<file path="config.mk">
export PLATFORM = sky130hd
export DESIGN_NAME = seed_fill_ctrl_flat
export DESIGN_NICKNAME = d
export VERILOG_FILES = /design/src/rtl/seed_fill_if.sv /design/src/rtl/seed_fill_ctrl.sv /design/src/flat_wrapper.sv
export SDC_FILE = /design/constraint.sdc
export NUM_CORES = 1
export LEC_CHECK = 0
export CAP_MARGIN = 20
export CORE_MARGIN = 2
export CORE_UTILIZATION = 48
export CTS_BUF_LIST = sky130_fd_sc_hd__clkbuf_16
export CTS_CLUSTER_DIAMETER = 60
export CTS_CLUSTER_SIZE = 12
export DETAILED_ROUTE_END_ITERATION = 10
export GPL_TIMING_DRIVEN = 0
export PLACE_DENSITY = 0.84
export SLEW_MARGIN = 30
export SYNTH_ARGS = -nofsm -noshare
export SYNTH_HDL_FRONTEND = slang
export SYNTH_SLANG_ARGS = --single-unit
</file>
<file path="constraint.sdc">
create_clock -name clk -period 1.98 [get_ports clk]
set_input_delay 0.396 -clock clk [delete_from_list [all_inputs] [get_ports clk]]
set_output_delay 0.396 -clock clk [all_outputs]
set_load 0.02 [all_outputs]
</file>
<file path="src/rtl/seed_fill_if.sv">
// Row-write bus between the seed-fill sequencer and the board RAM write port.
//   wr_valid  master->slave  row write request, held until accepted
//   wr_ready  slave->master  RAM accepts the row on an edge where valid & ready
//   wr_row    master->slave  row address of the pending write
//   wr_data   master->slave  row bits, MSB = first bit collected
interface seed_fill_if #(
  parameter int COLS  = 32,
  parameter int ROW_W = 5
);
  logic             wr_valid;
  logic             wr_ready;
  logic [ROW_W-1:0] wr_row;
  logic [COLS-1:0]  wr_data;

  modport master (output wr_valid, output wr_row, output wr_data, input wr_ready);
  modport slave  (input wr_valid, input wr_row, input wr_data, output wr_ready);
endinterface

</file>
<file path="src/rtl/seed_fill_ctrl.sv">
// seed_fill_ctrl
// Drives the random_gen LFSR to seed the Game-of-Life board. After start it
// runs WARM flush cycles (bits discarded), then shifts COLS bits into a row
// register, writes that row over the valid/ready bus and repeats for ROWS
// rows, finishing with a one-cycle done pulse. abort drops back to IDLE.
// Ports:
//   clk, rst      clock, synchronous active-high reset
//   start         1-cycle request to begin a fill (IDLE only)
//   abort         level, returns to IDLE without done
//   random_en     LFSR advance enable (high only in WARMUP/SHIFT)
//   random_data   LFSR output bit
//   wr            row write bus (master side)
//   busy          high whenever not IDLE
//   done          1-cycle pulse after last row accepted
module seed_fill_ctrl #(
  parameter int ROWS  = 32,
  parameter int COLS  = 32,
  parameter int ROW_W = 5,
  parameter int WARM  = 16
) (
  input  logic         clk,
  input  logic         rst,
  input  logic         start,
  input  logic         abort,
  output logic         random_en,
  input  logic         random_data,
  seed_fill_if.master  wr,
  output logic         busy,
  output logic         done
);

  localparam int CNT_MAX = (WARM > COLS) ? WARM : COLS;
  localparam int CNT_W   = $clog2(CNT_MAX) + 1;

  // WARM == 0 never enters WARMUP, so its terminal value is unused then.
  localparam logic [CNT_W-1:0] WARM_LAST = CNT_W'((WARM > 0) ? (WARM - 1) : 0);
  localparam logic [CNT_W-1:0] COLS_LAST = CNT_W'(COLS - 1);
  localparam logic [ROW_W-1:0] ROW_LAST  = ROW_W'(ROWS - 1);

  typedef enum logic [2:0] {
    S_IDLE,
    S_WARMUP,
    S_SHIFT,
    S_WRITE,
    S_DONE
  } state_t;

  state_t           state_q, state_d;
  logic [CNT_W-1:0] cnt_q, cnt_d;
  logic [ROW_W-1:0] row_q, row_d;
  logic [COLS-1:0]  data_q, data_d;
  logic             random_en_q, random_en_d;
  logic             wr_valid_q, wr_valid_d;
  logic             busy_q, busy_d;
  logic             done_q, done_d;

  always_comb begin
    state_d = state_q;
    cnt_d   = cnt_q;
    row_d   = row_q;
    data_d  = data_q;

    case (state_q)
      S_IDLE: begin
        if (start) begin
          row_d   = '0;
          cnt_d   = '0;
          state_d = (WARM > 0) ? S_WARMUP : S_SHIFT;
        end
      end
      S_WARMUP: begin
        if (cnt_q == WARM_LAST) begin
          cnt_d   = '0;
          state_d = S_SHIFT;
        end else begin
          cnt_d = cnt_q + 1'b1;
        end
      end
      S_SHIFT: begin
        // First bit collected ends up in the MSB after COLS shifts.
        data_d = {data_q[COLS-2:0], random_data};
        if (cnt_q == COLS_LAST) begin
          cnt_d   = '0;
          state_d = S_WRITE;
        end else begin
          cnt_d = cnt_q + 1'b1;
        end
      end
      S_WRITE: begin
        if (wr.wr_ready) begin
          if (row_q == ROW_LAST) begin
            state_d = S_DONE;
          end else begin
            row_d   = row_q + 1'b1;
            cnt_d   = '0;
            state_d = S_SHIFT;
          end
        end
      end
      S_DONE: begin
        state_d = S_IDLE;
      end
      default: begin
        state_d = S_IDLE;
      end
    endcase

    // abort wins over wr_ready and start: any pending row is dropped.
    if (abort) begin
      state_d = S_IDLE;
      cnt_d   = '0;
      row_d   = '0;
      data_d  = '0;
    end

    // Moore outputs registered from the next state so they line up with it.
    random_en_d = (state_d == S_WARMUP) || (state_d == S_SHIFT);
    wr_valid_d  = (state_d == S_WRITE);
    busy_d      = (state_d != S_IDLE);
    done_d      = (state_d == S_DONE);
  end

  always_ff @(posedge clk) begin
    if (rst) begin
      state_q     <= S_IDLE;
      cnt_q       <= '0;
      row_q       <= '0;
      data_q      <= '0;
      random_en_q <= 1'b0;
      wr_valid_q  <= 1'b0;
      busy_q      <= 1'b0;
      done_q      <= 1'b0;
    end else begin
      state_q     <= state_d;
      cnt_q       <= cnt_d;
      row_q       <= row_d;
      data_q      <= data_d;
      random_en_q <= random_en_d;
      wr_valid_q  <= wr_valid_d;
      busy_q      <= busy_d;
      done_q      <= done_d;
    end
  end

  assign random_en   = random_en_q;
  assign wr.wr_valid = wr_valid_q;
  assign wr.wr_row   = row_q;
  assign wr.wr_data  = data_q;
  assign busy        = busy_q;
  assign done        = done_q;

endmodule

</file>
<file path="src/flat_wrapper.sv">
// flat-port wrapper written by rule: the top's interface ports become plain ports
module seed_fill_ctrl_flat 
#(
  parameter int ROWS  = 32,
  parameter int COLS  = 32,
  parameter int ROW_W = 5,
  parameter int WARM  = 16
)
  (clk, rst, start, abort, random_en, random_data, busy, done, wr_wr_valid, wr_wr_row, wr_wr_data, wr_wr_ready);
  seed_fill_if #(.COLS(COLS), .ROW_W(ROW_W)) wr_i ();
  input  logic clk;
  input  logic rst;
  input  logic start;
  input  logic abort;
  output logic random_en;
  input  logic random_data;
  output logic busy;
  output logic done;
  output wire logic [$bits(wr_i.wr_valid)-1:0] wr_wr_valid;
  output wire logic [$bits(wr_i.wr_row)-1:0] wr_wr_row;
  output wire logic [$bits(wr_i.wr_data)-1:0] wr_wr_data;
  input wire logic [$bits(wr_i.wr_ready)-1:0] wr_wr_ready;
  assign wr_wr_valid = wr_i.wr_valid;
  assign wr_wr_row = wr_i.wr_row;
  assign wr_wr_data = wr_i.wr_data;
  assign wr_i.wr_ready = wr_wr_ready;
  seed_fill_ctrl #(.ROWS(ROWS), .COLS(COLS), .ROW_W(ROW_W), .WARM(WARM)) u_core (.clk(clk), .rst(rst), .start(start), .abort(abort), .random_en(random_en), .random_data(random_data), .wr(wr_i), .busy(busy), .done(done));
endmodule
</file>
==> metrics.sh <==
GLOBALROUTEOVERFLOWTOTAL=0
HOLD_PATH_END='u_core.wr.wr_data[31]'
FINAL_SETUP_VIOLATION_COUNT=0
DPL.HPWL_UM=3020
POSTSYNTH.ASYNCRESETSHARE=0
CRITICAL_PATH_ARRIVAL_NS=2.01
SYNTH_FP_NETS=252
LEADING_CELL_TYPE_IN_THE_LAYOUT_FILL_AND_TAPS_EXCLUDED='nand2_1'
CTS_BUFFERS=5
LARGEST_NET_DEGREE_AT_THE_START_OF_GLOBAL_ROUTING=16
NUMBER_OF_ANTENNA_VIOLATIONS_AT_THE_FIRST_CHECK_IN_GLOBAL_ROUTING=0
FINAL_LAYOUT_SIZE_SUFFIX_GT1_FRAC=0.0774
TIMING.REG2REG.WORST_PATH_DEPTH=7
GRT_PASS1_WL_UM=7450
GRT_USE_TOTAL=0.188
HOLDPATHSTAGES=2
POSTCTSSETUPREPAIRBUFS=0
FLOORPLAN.DIE_AREA_SQ_UM=4760
DR.PASS1.ITERS=4
END_KIND='flip-flop'
SETUP_REPAIR_AFTER_GLOBAL_ROUTING_MISSED_ITS_MARGIN='no'
YS_SEQ_AREA_FRAC=0.493
AVGSYNTHCELLAREA_SQ_UM=8.35
CORE_SQ_UM=4030
DOMINANTREGCELLSYNTH='dfxtp_1'
TIMING.SLEW.HEADROOM=0.629
STARTPOINT='u_core.wr.wr_row[0]'
FF2FF_SETUP_SLACK_NS=0.12
DETAILEDROUTE.FIRSTITERATIONVIOLATIONS=83
WORST-SLEW-PIN-TRANSITION_NS=0.551
ROWS=23
SETUP_TOTAL_NEGATIVE_SLACK_NS=0
NUMBER_OF_GLOBAL_ROUTE_VIAS_BEFORE_REPAIR=1688
ROUTED_ANTENNA_NETS=0
MAX-CLOCK-PATH-BUFFERS=2
PIN_COUNT=47
TOTAL_LENGTH_OF_ROUTED_WIRES_UM=4450
START_UTIL=0.504
SYNTH_SEQ_CELLS=50
HP-CLASS='reg -> reg'
CTS_MAX_LEVEL=2
PEAKVDDDROP_uV=439
MAXCAPVIOLCOUNT=0
WORST_EP_REQUIRED_TIME_NS=2.14
FINALCRITPERIODSHARE=0.937
SYNTH_WARNINGS=0
DETAILROUTE.VIA_COUNT=1855
R2R-END='u_core.wr.wr_row[1]'
MOST-COMMON-LAYOUT-CELLS='nand2_1, dfxtp_1, clkdlybuf4s50_1, a21oi_1, clkbuf_1'
DRT_DRC_VIOLATIONS_LEFT=0
INSERTION_DELAY_NS=0.29
FIN_SKEW_NS=0.00342
AVG_WL_PER_CELL_UM=12.8
HOLD_VIOLATIONS=0
ANTENNA_CELLS_INSERTED=0
CHIP_HEIGHT_UM=69.0
CLK_PIN_SLEW_WORST_PATHS_NS=0.06
TIMING.FMAX_MHz=539
SYN-CELL-AREA_SQ_UM=2030
SYNTH_EDF_COUNT=0
COUNT_OF_NETS_AFTER_FINISHING=305
FINAL.HOLD.WORST_SLACK_NS=0.466
GPL.FINAL_WEIGHTED_CONGESTION=0.804
POST-ROUTE-MIN-PERIOD_NS=1.86
PATH_MAX_FANOUT=5
CTS.SINKS=50
HOLDCRITSTARTPOINT='u_core.wr.wr_data[31]'
POWER.DENSITY_nW_PER_UM2=708
RUN_STATUS='finished clean'
LEAKAGE_uW=0.000885
AREA_OVERHEAD_OF_THE_LAYOUT_RELATIVE_TO_SYNTHESIS_PCT=33.3
SYNTHESIS.INSTANCES=243
POST_DRT_VIA_CELL_RATIO=5.35
SETUP.WORST_PATH.START_CLASS='flip-flop'
TRITONCTS='yes'
R2R-START='u_core.wr.wr_row[0]'
CLOCK_TREE.ROOT_CELL='clkbuf_16'
IO_BUFFERS=46
FLOORPLAN.DIE.WIDTH_UM=69.0
WORST_SETUP_PATH_CLASS='reg -> reg'
SLEW_VIOLATIONS=0
YOSYSUNIQUECELLTYPES=37
-- final cells by class --
type | instances | area (sq um)
Clock buffer | 5 | 125
Multi-Input combinational cell | 175 | 943
Buffer | 16 | 87.6
Fill cell | 337 | 1320
Sequential cell | 50 | 1000
Clock inverter | 3 | 16.3
Tap cell | 50 | 62.6
Timing Repair Buffer | 46 | 460
Inverter | 2 | 7.51
-- report_power, final --
group / switching, uW / internal, uW / leakage, uW / total, uW
clock: 361 / 461 / 0.0000672 / 822
sequential: 2.85 / 1010 / 0.000404 / 1010
combinational: 45.0 / 36.2 / 0.000414 / 81.2
total: 409 / 1510 / 0.000885 / 1920
-- critical path, cell delays in order (launching register included) --
cell and delay [ns]:
dfxtp_2 0.34, ha_2 0.20, and3_1 0.19, ha_2 0.19, nand4b_1 0.26, a21oi_4 0.28
mux2i_1 0.22, nor2_1 0.05
-- cells in the mapped netlist, drive strengths merged (2+ instances only) --
cell type  count  share of area
nand2         69           0.13
dfxtp         50           0.49
a21oi         39           0.10
clkbuf        12          0.027
nor2          10          0.018
o21ai          7          0.017
nand3          6          0.015
nor3           6          0.015
and3           4          0.012
nand3b         4          0.015
xnor2          4          0.021
buf            3          0.012
ha             3          0.018
mux2i          3          0.015
a211oi         2         0.0074
a31oi          2         0.0062
inv            2         0.0037
nand2b         2         0.0062
or2            2         0.0062
or3b           2         0.0099
-- registers in the layout, summed over array words and instances, names as in the netlist --
name                count
u_core.wr.wr_valid      1
u_core.wr.wr_data      32
u_core.cnt_q            6
u_core.wr.wr_row        5
u_core.busy             1
u_core.random_en        1
u_core.done             1
u_core.state_q          3
-- timing repair --
action / 4_1_cts / 5_1_grt
gates resized for setup: 0 / 4
pin swaps: 1 / 1
endpoints found under the setup margin: 2 / 5
hold buffers: 0 / 0
-- logic make-up after synthesis --
kind of cell / Yosys count / synth area share
adders and majority gates: 3 / 0.0185
and+or+nand+nor: 109 / 0.243
buffers and inverters: 18 / 0.0469
muxes: 3 / 0.0148
DFF: 50 / 0.493
xor gates and xnor gates: 4 / 0.0210
AOI/OAI and AO/OA: 56 / 0.163
-- routing by layer --
layer | up-vias | global-route usage | routed length [um]
li1 | 933 | - | -
met1 | 855 | 0.233 | 1980
met2 | 60 | 0.310 | 2140
met3 | 7 | 0.0570 | 273
met4 | 0 | 0.0675 | 49
met5 | - | 0 | 0
-- stage by stage --
step	total power, uW	area, sq um	cells	util	setup slack (ns)
finish	1920	2710	347	0.671	0.125
global placement	1110	2550	339	0.634	-0.0857
global route	1970	2710	347	0.671	0.0333
floorplan	1090	2030	243	-	0.0959
CTS	1910	2690	347	0.669	0.0214
detailed placement	1110	2550	339	0.634	-0.0831
-- worst max-delay path by stage --
stage,endpoint,cells past startpoint
after floorplan,u_core.cnt_q[3],7
after global placement,u_core.cnt_q[4],6
after detailed placement,u_core.cnt_q[4],6
after CTS,u_core.wr.wr_row[1],7
after global routing,u_core.wr.wr_row[1],7
final,u_core.wr.wr_row[1],7
Power figures use the tool's default switching activity.
==> variant 1: new RTL, config.mk and constraints unchanged <==
Reset style: asynchronous (`rst`), changed in one clocked block. Comments in the files are not updated.
--- a/src/rtl/seed_fill_ctrl.sv
+++ b/src/rtl/seed_fill_ctrl.sv
@@ -120,7 +120,7 @@
     done_d      = (state_d == S_DONE);
   end
 
-  always_ff @(posedge clk) begin
+  always_ff @(posedge clk or posedge rst) begin
     if (rst) begin
       state_q     <= S_IDLE;
       cnt_q       <= '0;
Check against the original RTL: differs if rst is asserted again (counterexample within 4 cycles, from zero or initial values and one cycle with rst high); with rst held inactive, the same outputs for 10 cycles.
==> variant 1 against the original RTL <==
Synthesized cell count is 1.6% higher; global-route usage is 2.6 points higher; routed wire length is 18% higher; setup slack worse by 0.11 ns; final cell count is 4.3% higher; critical path depth is 1 higher; final area is 14% higher; power is 3.5% higher; sequential cell count stayed put; area after synthesis is 13% higher; critical endpoint is now u_core.wr.wr_row[3]$_DFFE_PP0P_; largest cell class unchanged.
==> variant 1: results (changes against the original RTL) <==
The flow ran to the end, and the final reports show no timing, DRC or antenna violations. The capture point of the worst reg-to-reg path is u_core.wr.wr_row[3]$_DFFE_PP0P_. The total global-route track usage is 21.4% (+2.6 points). The number of instances in the synthesized netlist is 247 (+1.6%).

The part of the Yosys area used for sequential elements is 54.6% (+5.3 points). The detail-routed net length per standard cell is 14.5 um (+13%). Tracing the worst setup path back leads to its startpoint at u_core.wr.wr_row[0]$_DFFE_PP0P_. The worst setup slack before clock tree synthesis came out at -0.280 ns (-0.197 ns).

The net switching fraction of the power is 22.5% (+1.2 points). The worst-path maximum fanout came out at 2 (-3). The share of synthesized flip-flops with an asynchronous set or reset came to 100% (+100 points). The highest-delay cell along the critical path is dfrtp_2. The static power due to leakage is 1.26 nW (+43%). The maximum number of pins on one net before global-route repair came out at 51 (+35).

The transition time at the pin with the least slew margin is 0.604 ns (+0.0529 ns). Compared with the post-synthesis result, the final layout area differs by 34.3%. The number of buffer cells added on primary ports is 45 (-2.2%). The kind of cell with the highest combined delay along the critical path is compound AO/OA/AOI/OAI gates. The worst clock skew came out at 0.00740 ns (+0.00398 ns). The HPWL after detailed placement came out at 3350 um (+11%).

Sorting the synthesized cells by area gives the leading types as dfrtp_1 55%, nand2_1 12%, a21oi_1 7.6%, nand3_1 2.0%, clkbuf_1 1.6%. The fraction of area in registers is 40.7% (+3.7 points). The count of plain and timing-repair buffers came out at 67 (+8.1%). The power in the clock group came out at 0.821 mW (about the same). The clock-cell share of area came out at 4.51% (-0.72 points).

The count of flip-flops and latches was 50 (unchanged). The via total after detailed routing was 2,024 (+9.1%). The share of the final layout cell area in multi-input gates came out at 32.9% (-2.0 points). The depth of the most critical reg-to-reg path is 8 (+1). The layout inverter count without the clock tree was 5 (+3). The net count after synthesis is 256 (+1.6%). The register-to-register setup slack came out at 0.01 ns (-0.11 ns). The worst supply voltage drop on vdd came out at 0.340 mV (-22%).
## variant 1: changes by cell type in the layout (fill, tap and decap cells not counted), moves of 3 or more
| cell | before | now |
|---|---|---|
| nand2_1 | 69 | 72 |
| dfxtp_1 | 49 | 0 |
| buf_4 | 1 | 7 |
| dfrtp_1 | 0 | 48 |
| a21oi_1 | 38 | 35 |
| nand3b_1 | 4 | 1 |
## variant 1: worst max path at each step
stage	end	slack, ns	cells past startpoint
after floorplan	u_core.cnt_q[1]$_DFFE_PP0P_	0.02	7
after CTS	u_core.cnt_q[1]$_DFFE_PP0P_	0.009	7
after detailed placement	u_core.wr.wr_row[2]$_DFFE_PP0P_	-0.28	5
final	u_core.wr.wr_row[3]$_DFFE_PP0P_	0.01	8
after global placement	u_core.wr.wr_row[1]$_DFFE_PP0P_	-0.73	2
after global routing	u_core.wr.wr_row[3]$_DFFE_PP0P_	-0.05	8
## variant 1: cell families after synthesis
group / share of synthesized area [%]
AO/OA/AOI/OAI: 16.1
adder cells (fa/ha/maj): 1.64
XOR/XNOR: 0.382
flip-flops: 54.6
multiplexers: 1.36
AND/OR/NAND/NOR: 22.1
buffers and inverters: 3.88
## variant 1: layer usage
layer	global-route usage, %	vias to the layer above
met1	27.4	980
met2	34.5	65
met4	10.7	0
met5	0	-
li1	-	964
met3	4.28	15
## variant 1: through the flow
stage	TNS [ns]	hold WS, ns	power (mW)
2_1_floorplan	0	0.486	1.13
3_3_place_gp	-29.84	0.508	1.17
3_5_place_dp	-0.758	0.521	1.17
4_1_cts	0	0.300	1.99
5_1_grt	-0.118	0.308	2.05
6_report	0	0.307	1.98
## variant 1: repair_timing
item | CTS | global route
endpoints found under the setup margin | 4 | 10
buffers inserted | 7 | 1
gates resized for setup | 6 | 2
pin swaps | 4 | 6
==> variant 2: new RTL, config.mk and constraints unchanged <==
Made on the original files. `ROW_W` is set to 5 in 3 places; all go to 10.
--- a/src/rtl/seed_fill_if.sv
+++ b/src/rtl/seed_fill_if.sv
@@ -5,7 +5,7 @@
 //   wr_data   master->slave  row bits, MSB = first bit collected
 interface seed_fill_if #(
   parameter int COLS  = 32,
-  parameter int ROW_W = 5
+  parameter int ROW_W = 10
 );
   logic             wr_valid;
   logic             wr_ready;
--- a/src/rtl/seed_fill_ctrl.sv
+++ b/src/rtl/seed_fill_ctrl.sv
@@ -15,7 +15,7 @@
 module seed_fill_ctrl #(
   parameter int ROWS  = 32,
   parameter int COLS  = 32,
-  parameter int ROW_W = 5,
+  parameter int ROW_W = 10,
   parameter int WARM  = 16
 ) (
   input  logic         clk,
--- a/src/flat_wrapper.sv
+++ b/src/flat_wrapper.sv
@@ -3,7 +3,7 @@
 #(
   parameter int ROWS  = 32,
   parameter int COLS  = 32,
-  parameter int ROW_W = 5,
+  parameter int ROW_W = 10,
   parameter int WARM  = 16
 )
   (clk, rst, start, abort, random_en, random_data, busy, done, wr_wr_valid, wr_wr_row, wr_wr_data, wr_wr_ready);
Interface: changed (resized wr_wr_row); port bits go from 47 to 52. No check against the original RTL was run, so the function may have changed too.
==> variant 2 against the original RTL <==
Final area up 12%; setup slack got worse by 0.089 ns; routed wire length increased by 8.3%; area after synthesis grew 12%; largest cell class is now multi-input gates; clock skew grew 0.0014 ns; sequential share of layout area fell by 0.75 points; critical endpoint is now u_core.wr.wr_row[5]$_SDFFE_PP0P_; sequential cell count up 5; maximum frequency decreased by 4.6%; power increased by 6.8%; non-clock buffer count grew 8; final cell count is 13% higher.
==> variant 2: results (changes against the original RTL) <==
The run finished with clean final reports. The buffering overhead is 19.7% (-0.52 points). The fraction of final layout cells with drive strength greater than 1 came out at 9.17% (+1.4 points).

The share of the final layout cell area in multi-input gates came out at 36.5% (+1.6 points). The amount of wire on met3 after detailed routing came out at 253 um (-7.3%). The delay of the slowest cell on the worst path came out at 0.53 ns (+0.19 ns). The part of the Yosys area used for sequential elements is 48.4% (-0.97 points).

The total global-route track usage is 19.4% (+0.53 points). The number of synthesized register bits came to 55 (+10%). The buffer depth of the longest clock path was 2 (unchanged). The routed length on met2 was 2410 um (+13%). The number of unique standard cell types used by synthesis is 40 (+8.1%). By count the netlist is led by 69 x nand2_1, 55 x dfxtp_1, 41 x a21oi_1. The number of vias per cell came out at 5.30 (-0.79%). After synthesis, the cell types taking the most area are dfxtp_1 48%, nand2_1 11%, a21oi_1 9.0%, nor2_1 2.6%, clkbuf_1 2.3%. The number of filler instances in the final layout is 409 (+21%). The power density over cell area is 674 nW/um2 (-4.8%). The static power due to leakage is 0.980 nW (+11%). The wire length of the first global-routing pass came out at 8220 um (+10%).

The number of flip-flops under the largest register name came out at 32 (unchanged). The worst supply voltage drop on vdd is 0.340 mV (-22%). The layout inverter count without the clock tree came to 4 (+2). The worst-path maximum fanout came to 4 (-1). The count of plain and timing-repair buffers came out at 70 (+13%). The total net switching power is 0.431 mW (+5.5%). The number of buffer cells added on primary ports is 51 (+11%).

The via count of the first global-routing pass is 1,866 (+11%). The count of multi-input combinational gates is 201 (+15%). The total routed wire length on the met1 layer is 2110 um (+6.3%). The number of nets in the final layout came out at 345 (+13%).

The clock network fraction of total power was 41.5% (-1.4 points). The fraction of area in registers came out at 36.3% (-0.75 points). The transition time at the pin with the least slew margin came out at 0.492 ns (-0.0592 ns). The worst clock skew came to 0.00482 ns (+0.00140 ns). The clock-cell share of area is 4.74% (-0.49 points). The worst setup slack before clock tree synthesis came out at -0.459 ns (-0.376 ns). The arrival time at the worst endpoint is 2.13 ns (+0.12 ns).

The weighted congestion reported at the end of routability-driven placement was 0.855 (+6.4%). The highest-delay cell along the critical path is clkdlybuf4s50_1.
## variant 2: timing repair
item                       4_1_cts  5_1_grt
gates resized for setup          3        5
buffers inserted                 2        1
pin swaps                        1        3
setup endpoints to repair        1        7
## variant 2: cell families (layout without fill, tap and decap cells)
| kind of cell | after synthesis | after routing | synth area share, % |
|---|---|---|---|
| simple gates | 129 | 129 | 27.4 |
| compound gates | 59 | 59 | 15.2 |
| flops | 55 | 55 | 48.4 |
| buf+inv | 20 | 82 | 3.41 |
| xor+xnor | 8 | 8 | 3.08 |
| mux | 3 | 3 | 1.48 |
| fa+ha+maj | 2 | 2 | 1.10 |
## variant 2: per-stage QoR
step / TNS [ns] / std cells / cell area, um2
after detailed placement: -2.64 / 381 / 2860
after global placement: -2.68 / 381 / 2860
after CTS: 0 / 391 / 3020
after global routing: -0.0106 / 392 / 3040
final: 0 / 392 / 3040
after floorplan: 0 / 276 / 2280
## variant 2: worst paths after layout
check | startpoint | slack [ns] | endpoint
worst max-delay path | start | 0.04 | u_core.wr.wr_row[5]$_SDFFE_PP0P_
worst min-delay path | u_core.wr.wr_data[0]$_SDFFE_PP0N_ | 0.47 | u_core.wr.wr_data[0]$_SDFFE_PP0N_
worst max register to register | u_core.wr.wr_row[6]$_SDFFE_PP0P_ | 0.17 | u_core.wr.wr_row[4]$_SDFFE_PP0P_
worst min register to register | u_core.wr.wr_data[0]$_SDFFE_PP0N_ | 0.47 | u_core.wr.wr_data[0]$_SDFFE_PP0N_
## variant 2: layer usage
metal  vias to the layer above  track usage, %
met4                         0            7.20
met5                         -               0
met2                        63            32.3
met3                         6            4.42
li1                       1057               -
met1                       953            24.4
## variant 2: worst register-to-register path: stages (launching register included)
cell and delay, ns:
dfxtp_1 0.35, or4_4 0.59, nor4_4 0.38, nor2_2 0.12, a211oi_1 0.27
